<file path="src/rtl/ysyx_220053_mem_arbiter.sv">
// Shares one memory port between the IFU (read-only) and the LSU (read/write).
// One transaction in flight; LSU wins ties unless the IFU has been starved.
module ysyx_220053_mem_arbiter #(
  parameter int ADDR_W       = 64,
  parameter int DATA_W       = 64,
  parameter int STARVE_LIMIT = 4
) (
  input  logic                clk,
  input  logic                rst,
  input  logic                if_req_valid,
  input  logic [ADDR_W-1:0]   if_req_addr,
  output logic                if_req_ready,
  output logic                if_resp_valid,
  output logic [DATA_W-1:0]   if_resp_data,
  input  logic                ls_req_valid,
  input  logic [ADDR_W-1:0]   ls_req_addr,
  input  logic                ls_req_wen,
  input  logic [DATA_W-1:0]   ls_req_wdata,
  input  logic [DATA_W/8-1:0] ls_req_wmask,
  output logic                ls_req_ready,
  output logic                ls_resp_valid,
  output logic [DATA_W-1:0]   ls_resp_data,
  output logic                mem_req_valid,
  output logic [ADDR_W-1:0]   mem_req_addr,
  output logic                mem_req_wen,
  output logic [DATA_W-1:0]   mem_req_wdata,
  output logic [DATA_W/8-1:0] mem_req_wmask,
  input  logic                mem_req_ready,
  input  logic                mem_resp_valid,
  input  logic [DATA_W-1:0]   mem_resp_data,
  output logic [1:0]          owner
);

  localparam logic [1:0] S_IDLE = 2'd0;
  localparam logic [1:0] S_REQ  = 2'd1;
  localparam logic [1:0] S_RESP = 2'd2;

  localparam logic [1:0] OWN_NONE = 2'b00;
  localparam logic [1:0] OWN_IFU  = 2'b01;
  localparam logic [1:0] OWN_LSU  = 2'b10;

  localparam logic [3:0] STREAK_MAX = 4'(STARVE_LIMIT);

  logic [1:0]          state;
  logic [1:0]          owner_q;
  logic [3:0]          streak;
  logic [ADDR_W-1:0]   addr_q;
  logic                wen_q;
  logic [DATA_W-1:0]   wdata_q;
  logic [DATA_W/8-1:0] wmask_q;

  logic idle;
  logic ifu_starved;
  logic grant_ls;
  logic grant_if;
  logic resp_fire;

  // NOTE: outputs built from live inputs are also gated by rst, so every
  // output reads 0 during reset even while requesters keep driving valid.
  always_comb begin
    idle        = rst && (state == S_IDLE);
    ifu_starved = if_req_valid && (streak == STREAK_MAX);
    grant_ls    = idle && ls_req_valid && !ifu_starved;
    grant_if    = idle && if_req_valid && !grant_ls;
    resp_fire   = rst && (state == S_RESP) && mem_resp_valid;
  end

  assign if_req_ready  = grant_if;
  assign ls_req_ready  = grant_ls;

  assign if_resp_valid = resp_fire && (owner_q == OWN_IFU);
  assign ls_resp_valid = resp_fire && (owner_q == OWN_LSU);
  assign if_resp_data  = if_resp_valid ? mem_resp_data : '0;
  assign ls_resp_data  = ls_resp_valid ? mem_resp_data : '0;

  assign mem_req_valid = (state == S_REQ);
  assign mem_req_addr  = addr_q;
  assign mem_req_wen   = wen_q;
  assign mem_req_wdata = wdata_q;
  assign mem_req_wmask = wmask_q;
  assign owner         = owner_q;

  // NOTE: state registers use non-blocking assignments so every register
  // samples the pre-edge values regardless of statement order.
  always_ff @(posedge clk or negedge rst) begin
    if (!rst) begin
      state   <= S_IDLE;
      owner_q <= OWN_NONE;
      streak  <= '0;
      addr_q  <= '0;
      wen_q   <= 1'b0;
      wdata_q <= '0;
      wmask_q <= '0;
    end else begin
      case (state)
        S_IDLE: begin
          if (grant_ls) begin
            addr_q  <= ls_req_addr;
            wen_q   <= ls_req_wen;
            wdata_q <= ls_req_wdata;
            wmask_q <= ls_req_wmask;
            owner_q <= OWN_LSU;
            state   <= S_REQ;
            // Streak only grows while the IFU is actually waiting.
            if (!if_req_valid)
              streak <= '0;
            else if (streak != STREAK_MAX)
              streak <= streak + 4'd1;
          end else if (grant_if) begin
            addr_q  <= if_req_addr;
            wen_q   <= 1'b0;
            wdata_q <= '0;
            wmask_q <= '0;
            owner_q <= OWN_IFU;
            state   <= S_REQ;
            streak  <= '0;
          end
        end
        S_REQ: begin
          if (mem_req_ready)
            state <= S_RESP;
        end
        S_RESP: begin
          if (mem_resp_valid) begin
            state   <= S_IDLE;
            owner_q <= OWN_NONE;
          end
        end
        default: begin
          state   <= S_IDLE;
          owner_q <= OWN_NONE;
        end
      endcase
    end
  end

endmodule

</file>
<file path="config.mk">
export PLATFORM = sky130hd
export DESIGN_NAME = ysyx_220053_mem_arbiter
export DESIGN_NICKNAME = d
export VERILOG_FILES = /design/src/rtl/ysyx_220053_mem_arbiter.sv
export SDC_FILE = /design/constraint.sdc
export NUM_CORES = 1
export LEC_CHECK = 0
export CAP_MARGIN = 30
export CELL_PAD_IN_SITES_DETAIL_PLACEMENT = 0
export CELL_PAD_IN_SITES_GLOBAL_PLACEMENT = 1
export CORE_AREA = 4 4 207 209
export DETAILED_ROUTE_END_ITERATION = 10
export DIE_AREA = 0 0 211 213
export PLACE_DENSITY_LB_ADDON = 0.1
export REMOVE_ABC_BUFFERS = 1
export SLEW_MARGIN = 20
export SYNTH_ARGS = -nofsm -noshare
export SYNTH_HDL_FRONTEND = slang
export SYNTH_SLANG_ARGS = --single-unit
</file>
<file path="constraint.sdc">
create_clock -name clk -period 5.2 [get_ports clk]
set_input_delay 0.52 -clock clk [delete_from_list [all_inputs] [get_ports clk]]
set_output_delay 0.52 -clock clk [all_outputs]
set_load 0.03 [all_outputs]
</file>
* Yosys cells after proc, flatten, opt, wreduce, memory -nomap -nowiden
Index checks and enable logic that the tools add are counted.
Widths: inputs -> output; s select.
** Cells by class
- $add $sub $neg :: 1
- Equal/unequal tests :: 10
- Mux-type cells :: 21
- Bitwise gates (word level) :: 1
- Reductions and logical operators :: 18
** Operators with widths (count)
- $mux 64 :: 6
- $mux 4 :: 4
- $mux 8 :: 2
- $pmux 2 s3 :: 2
- $logic_and 1x1->1 :: 10
- $mux 2 :: 5
- $reduce_and 3->1 :: 3
- $add 4x1->4 const B :: 1
- $eq 2x1->1 const B :: 2
- $eq 2x2->1 const B :: 2
- $eq 4x3->1 const B :: 1
- $ne 4x3->1 const B :: 1
- $ne 3x2->1 const B :: 1
- $ne 3x3->1 const B :: 1
- $logic_not 1->1 :: 2
- $logic_not 2->1 :: 1
- $mux 1 :: 2
- $ne 2x1->1 const B :: 1
- $ne 2x2->1 const B :: 1
- $reduce_and 2->1 :: 1
- $reduce_bool 2->1 :: 1
- $not 1->1 :: 1
** Storage, ports and cells
- Flip-flop bits (word level) :: 145
- Input bits :: 271
- Output and inout bits :: 272
- Word-level logic and storage cells :: 58

* Longest topological paths before layout
- Depth in word-level cells :: 9
- Mapped depth :: 8
- Mapped depth without buffers :: 5

* Worst setup path after synthesis
OpenSTA, ideal clock, no wires.
- Path kind :: in2out
- Start point :: input port rst
- End point :: output port if_req_ready
- Arrival time :: 1.833 ns
- Setup slack :: 2.847 ns
- Stages :: 5
- Path buffers :: 2
- Cells stage by stage :: nor3b_2 > clkbuf_1 > clkbuf_1 > nand2_1 > nor2_1
** On the way
- Word-level cells in the longest chain between the ends :: 5
- Elaborated cells on any way between the ends :: 6
- Classes of those cells :: 6 x reduce/logical
** Ends and longest elaborated chain
- from (decl) :: line 9 : input logic rst,
- $logic_and 1x1->1 * :: line 61 : idle = rst && (state == S_IDLE);
- $logic_and 1x1->1 (2 in a row) :: line 63 : grant_ls = idle && ls_req_valid && !ifu_starved;
- $logic_not 1->1 :: line 64 : grant_if = idle && if_req_valid && !grant_ls;
- $logic_and 1x1->1 * :: line 64
- to (decl) :: line 12 : output logic if_req_ready,
Every way passes the cells marked *; elsewhere a longest branch is shown, timed or not.

* Worst setup path in the final report
- Start point :: input port rst
- End point :: output port ls_resp_data[12]
** On the way
- Word-level cells in the longest chain between the ends :: 4
** Ends and longest elaborated chain
- $logic_and 1x1->1 (2 in a row) :: line 65 : resp_fire = rst && (state == S_RESP) && mem_resp_valid;
- $logic_and 1x1->1 :: line 72 : assign ls_resp_valid = resp_fire && (owner_q == OWN_LSU);
- $mux 64 :: line 74 : assign ls_resp_data = ls_resp_valid ? mem_resp_data : '0;
- to (decl) :: line 22 : output logic [DATA_W-1:0] ls_resp_data,
Every way passes these cells.

==> flow_metrics.env <==
export IMPL_drt_iter0_markers=368
export IMPL_grt_usage_pct=16.0
export IMPL_fmax_mhz=273
export IMPL_status="completed"
export IMPL_drtAntennaViolNets=0
export IMPL_holdPathStages=3
export IMPL_worstPathArrival_ns=3.14
export IMPL_max_slew_margin_rel_pct=40.7
export IMPL_skew_ns=0.00883
export IMPL_numClockSinks=145
export IMPL_cpLargestDelayFamily="buffers and inverters"
export IMPL_crit_slowest_cell="clkdlybuf4s50_1"
export IMPL_ys_seq_area_share_pct=50.9
export IMPL_htree_levels=4
export IMPL_fp_dieH_um=213
export IMPL_hold_end="mem_req_addr[50]$_DFFE_PN0P_"
export IMPL_path_clk_slew_ns=0.07
export IMPL_final_setup_tns_ns=0
export IMPL_cp_max_fo=65
export IMPL_ys_warn_count=0
export IMPL_post_route_period_util_pct=70.5
export IMPL_switching_power_mw=2.99
export IMPL_clockPowerShare_pct=18.2
export IMPL_rows=74
export IMPL_antenna_found_initial=8
export IMPL_holdWs_ns=0.474
export IMPL_critPathLaunchType="input pin"
export IMPL_syn_area_per_cell_um2=9.89
export IMPL_vias=7578
export IMPL_max_stage_delay_ns=0.70
export IMPL_post_cts_buffers=0
export IMPL_drive_above_1_share_pct=4.79
export IMPL_ys_types=32
export IMPL_p_seq_share_pct=28.4
export IMPL_ctsRootBufferMaster="clkbuf_16"
export IMPL_rsz0062_at_grt="no"
export IMPL_post_route_util_pct=33.4
export IMPL_place_congestion=0.726
export IMPL_clock_path_buffers=2
export IMPL_first_pass_iters=4
export IMPL_p_int_mw=3.96
export IMPL_end_kind="output pin"
export IMPL_setup_violations=0
export IMPL_grt_max_degree=79
export IMPL_die_area_mm2=0.0449
export IMPL_syn2layout_area_growth_pct=91.4
export IMPL_io_buffers=542
export IMPL_leakagePower_nw=5.30
export IMPL_dpl_hpwl_mm=27.6
export IMPL_fin_nets=1492
export IMPL_start_util_pct=17.5
export IMPL_comb_power_share_pct=53.4
export IMPL_regToRegEndpoint="mem_req_wdata[63]$_DFFE_PN0P_"
export IMPL_hold_viol_final=0
export IMPL_vias_per_cell=4.29
export IMPL_switching_share_pct=43.0
export IMPL_crit_required_ns=4.68
export IMPL_grt_pass1_vias=7792
export IMPL_crit_reg2reg_launch="state[1]$_DFFE_PN0P_"
export IMPL_die_w_um=211
export IMPL_reg2reg_depth=5
export IMPL_slew_violations=0
export IMPL_clkLatencyLatePin_ns=0.44
export IMPL_design_power_total_mw=6.95
export IMPL_cts_tree="done"
export IMPL_min_delay_start="ls_req_valid"
export IMPL_cts_buffers_inserted=17
export IMPL_drc=0
export IMPL_io_pins=543
export IMPL_critical_path_class="input pin to output pin"
export IMPL_postSynthCellCount=721
export IMPL_crit_chain="dlygate4sd3_1 -> buf_6 -> nand4b_1 -> nor3b_2 -> buf_4 -> and2_1 -> clkdlybuf4s50_1"
export IMPL_timing_critical_path_buf_inv=4
export IMPL_grt_overflow=0
export IMPL_syn_area_mm2=0.00713
export IMPL_core_mm2=0.0408
export IMPL_tightest_slew_ns=0.889
export IMPL_ys_ff_latch=145
export IMPL_grt_pass1_wl_mm=54.0
export IMPL_hp_class="input pin to flip-flop"
export IMPL_ir_drop_v=0.000227
export IMPL_power_density_mw_per_mm2=509
export IMPL_fin_crit_ns=3.66
export IMPL_ff2ff_setup_slack_ns=2.55
export IMPL_drv_cap=0
export IMPL_wl_per_cell_um=21.5
export IMPL_drt_wl_total_mm=37.9
-- worst max path at each step --
stage,start,endpoint,slack (ns),cells after the start
2_1_floorplan,rst,owner[1]$_DFFE_PN0P_,-2.35,3
4_1_cts,rst,ls_req_ready,1.42,6
6_report,rst,ls_resp_data[12],1.54,7
5_1_grt,rst,ls_resp_data[7],1.34,7
3_3_place_gp,mem_resp_valid,ls_resp_data[62],1.85,6
3_5_place_dp,mem_resp_valid,ls_resp_data[14],1.85,6
-- worst register-to-register path: cells and delay by family (launching register included) --
kind / cells / cell delay, ns
simple gates: 2 / 0.76
flops: 1 / 0.47
compound gates: 1 / 0.30
buf+inv: 2 / 1.06
-- what timing repair did --
| item | CTS | global route |
|---|---|---|
| hold endpoints to repair | 14 | 0 |
| gates resized for setup | 0 | 0 |
| hold buffers | 1 | 0 |
-- synth_stat cells --
| library cell | n | area [µm²] |
|---|---|---|
| o21ai_0 | 66 | 330 |
| nor3_4 | 1 | 16.3 |
| a21oi_1 | 3 | 15.0 |
| buf_4 | 1 | 7.51 |
| buf_1 | 1 | 3.75 |
| nand4b_1 | 2 | 17.5 |
| a22o_1 | 74 | 648 |
| mux2_2 | 1 | 11.3 |
| nor3b_2 | 1 | 12.5 |
| buf_6 | 2 | 22.5 |
| nand2b_1 | 3 | 18.8 |
| or2_2 | 1 | 6.26 |
| ha_1 | 2 | 25.0 |
| inv_1 | 4 | 15.0 |
| nor2_1 | 4 | 15.0 |
| nand2_1 | 66 | 248 |
| or3b_1 | 1 | 8.76 |
| a31o_2 | 2 | 17.5 |
| and4b_1 | 1 | 10.0 |
| a21oi_2 | 1 | 8.76 |
| and2_1 | 128 | 801 |
| nor3b_1 | 2 | 15.0 |
| buf_2 | 9 | 45.0 |
| nor4b_1 | 1 | 8.76 |
| clkbuf_1 | 66 | 248 |
| nand4_1 | 64 | 400 |
| a32o_1 | 3 | 30.0 |
| o211ai_1 | 63 | 473 |
| o31ai_1 | 1 | 7.51 |
| a41oi_1 | 1 | 8.76 |
| nand3_1 | 1 | 5.00 |
| dfrtp_1 | 145 | 3630 |
-- per-layer routing --
metal	vias up	global-route usage (%)	part of all wire (%)
met4	6	4.00	0.97
met1	3651	20.0	41
li1	3624	-	-
met2	273	25.8	49
met3	24	6.71	9.2
met5	-	0	0.10
-- sequential cells by signal (all words and copies together) (netlist names) --
signal and count:
owner 2, mem_req_wen 1, streak 4, mem_req_addr 64, state 2, mem_req_wdata 64
mem_req_wmask 8
-- power by group through the flow --
stage / Sequential (mW) / Combinational, mW / Clock [mW]
detailed placement: 1.99 / 3.76 / 0
floorplan: 3.04 / 0.867 / 0
CTS: 1.98 / 3.78 / 1.31
global route: 2.05 / 3.94 / 1.37
global placement: 1.98 / 3.79 / 0
finish: 1.98 / 3.71 / 1.27
-- cells by family after synthesis --
family | share of synthesized area (%)
AO/OA/AOI/OAI | 21.6
multiplexers | 0.158
AND/OR/NAND/NOR | 22.2
buffers and inverters | 4.79
adder cells (fa/ha/maj) | 0.351
flip-flops | 50.9
-- layout by cell type (no fill, tap or decap), drive strengths merged, types with 4 or more instances in the layout --
cell type	count
inv	6
clkdlybuf4s50	540
nand4	64
nand2	66
clkinv	5
diode	4
clkbuf	21
o211ai	63
buf	17
a22o	74
o21ai	66
dfrtp	145
a21oi	4
and2	128
nor2	4
-- final cells by class --
| type | instances | area, µm² |
|---|---|---|
| antenna | 4 | 10.0 |
| clock buffer | 21 | 460 |
| clock inverter | 11 | 129 |
| fill | 4216 | 27200 |
| inverter | 4 | 15.0 |
| multi-input combinational | 493 | 3190 |
| sequential | 145 | 3630 |
| tap | 532 | 666 |
| timing repair buffer | 558 | 5540 |
-- per-stage QoR --
stage               setup slack (ns)  instance area, µm²  std cells
floorplan                      -2.35                6800        642
finish                          1.54               13600       1768
global placement                1.85               13000       1731
CTS                             1.42               13600       1764
global route                    1.34               13600       1767
detailed placement              1.85               13000       1731
(Power assumes the default switching activity.)
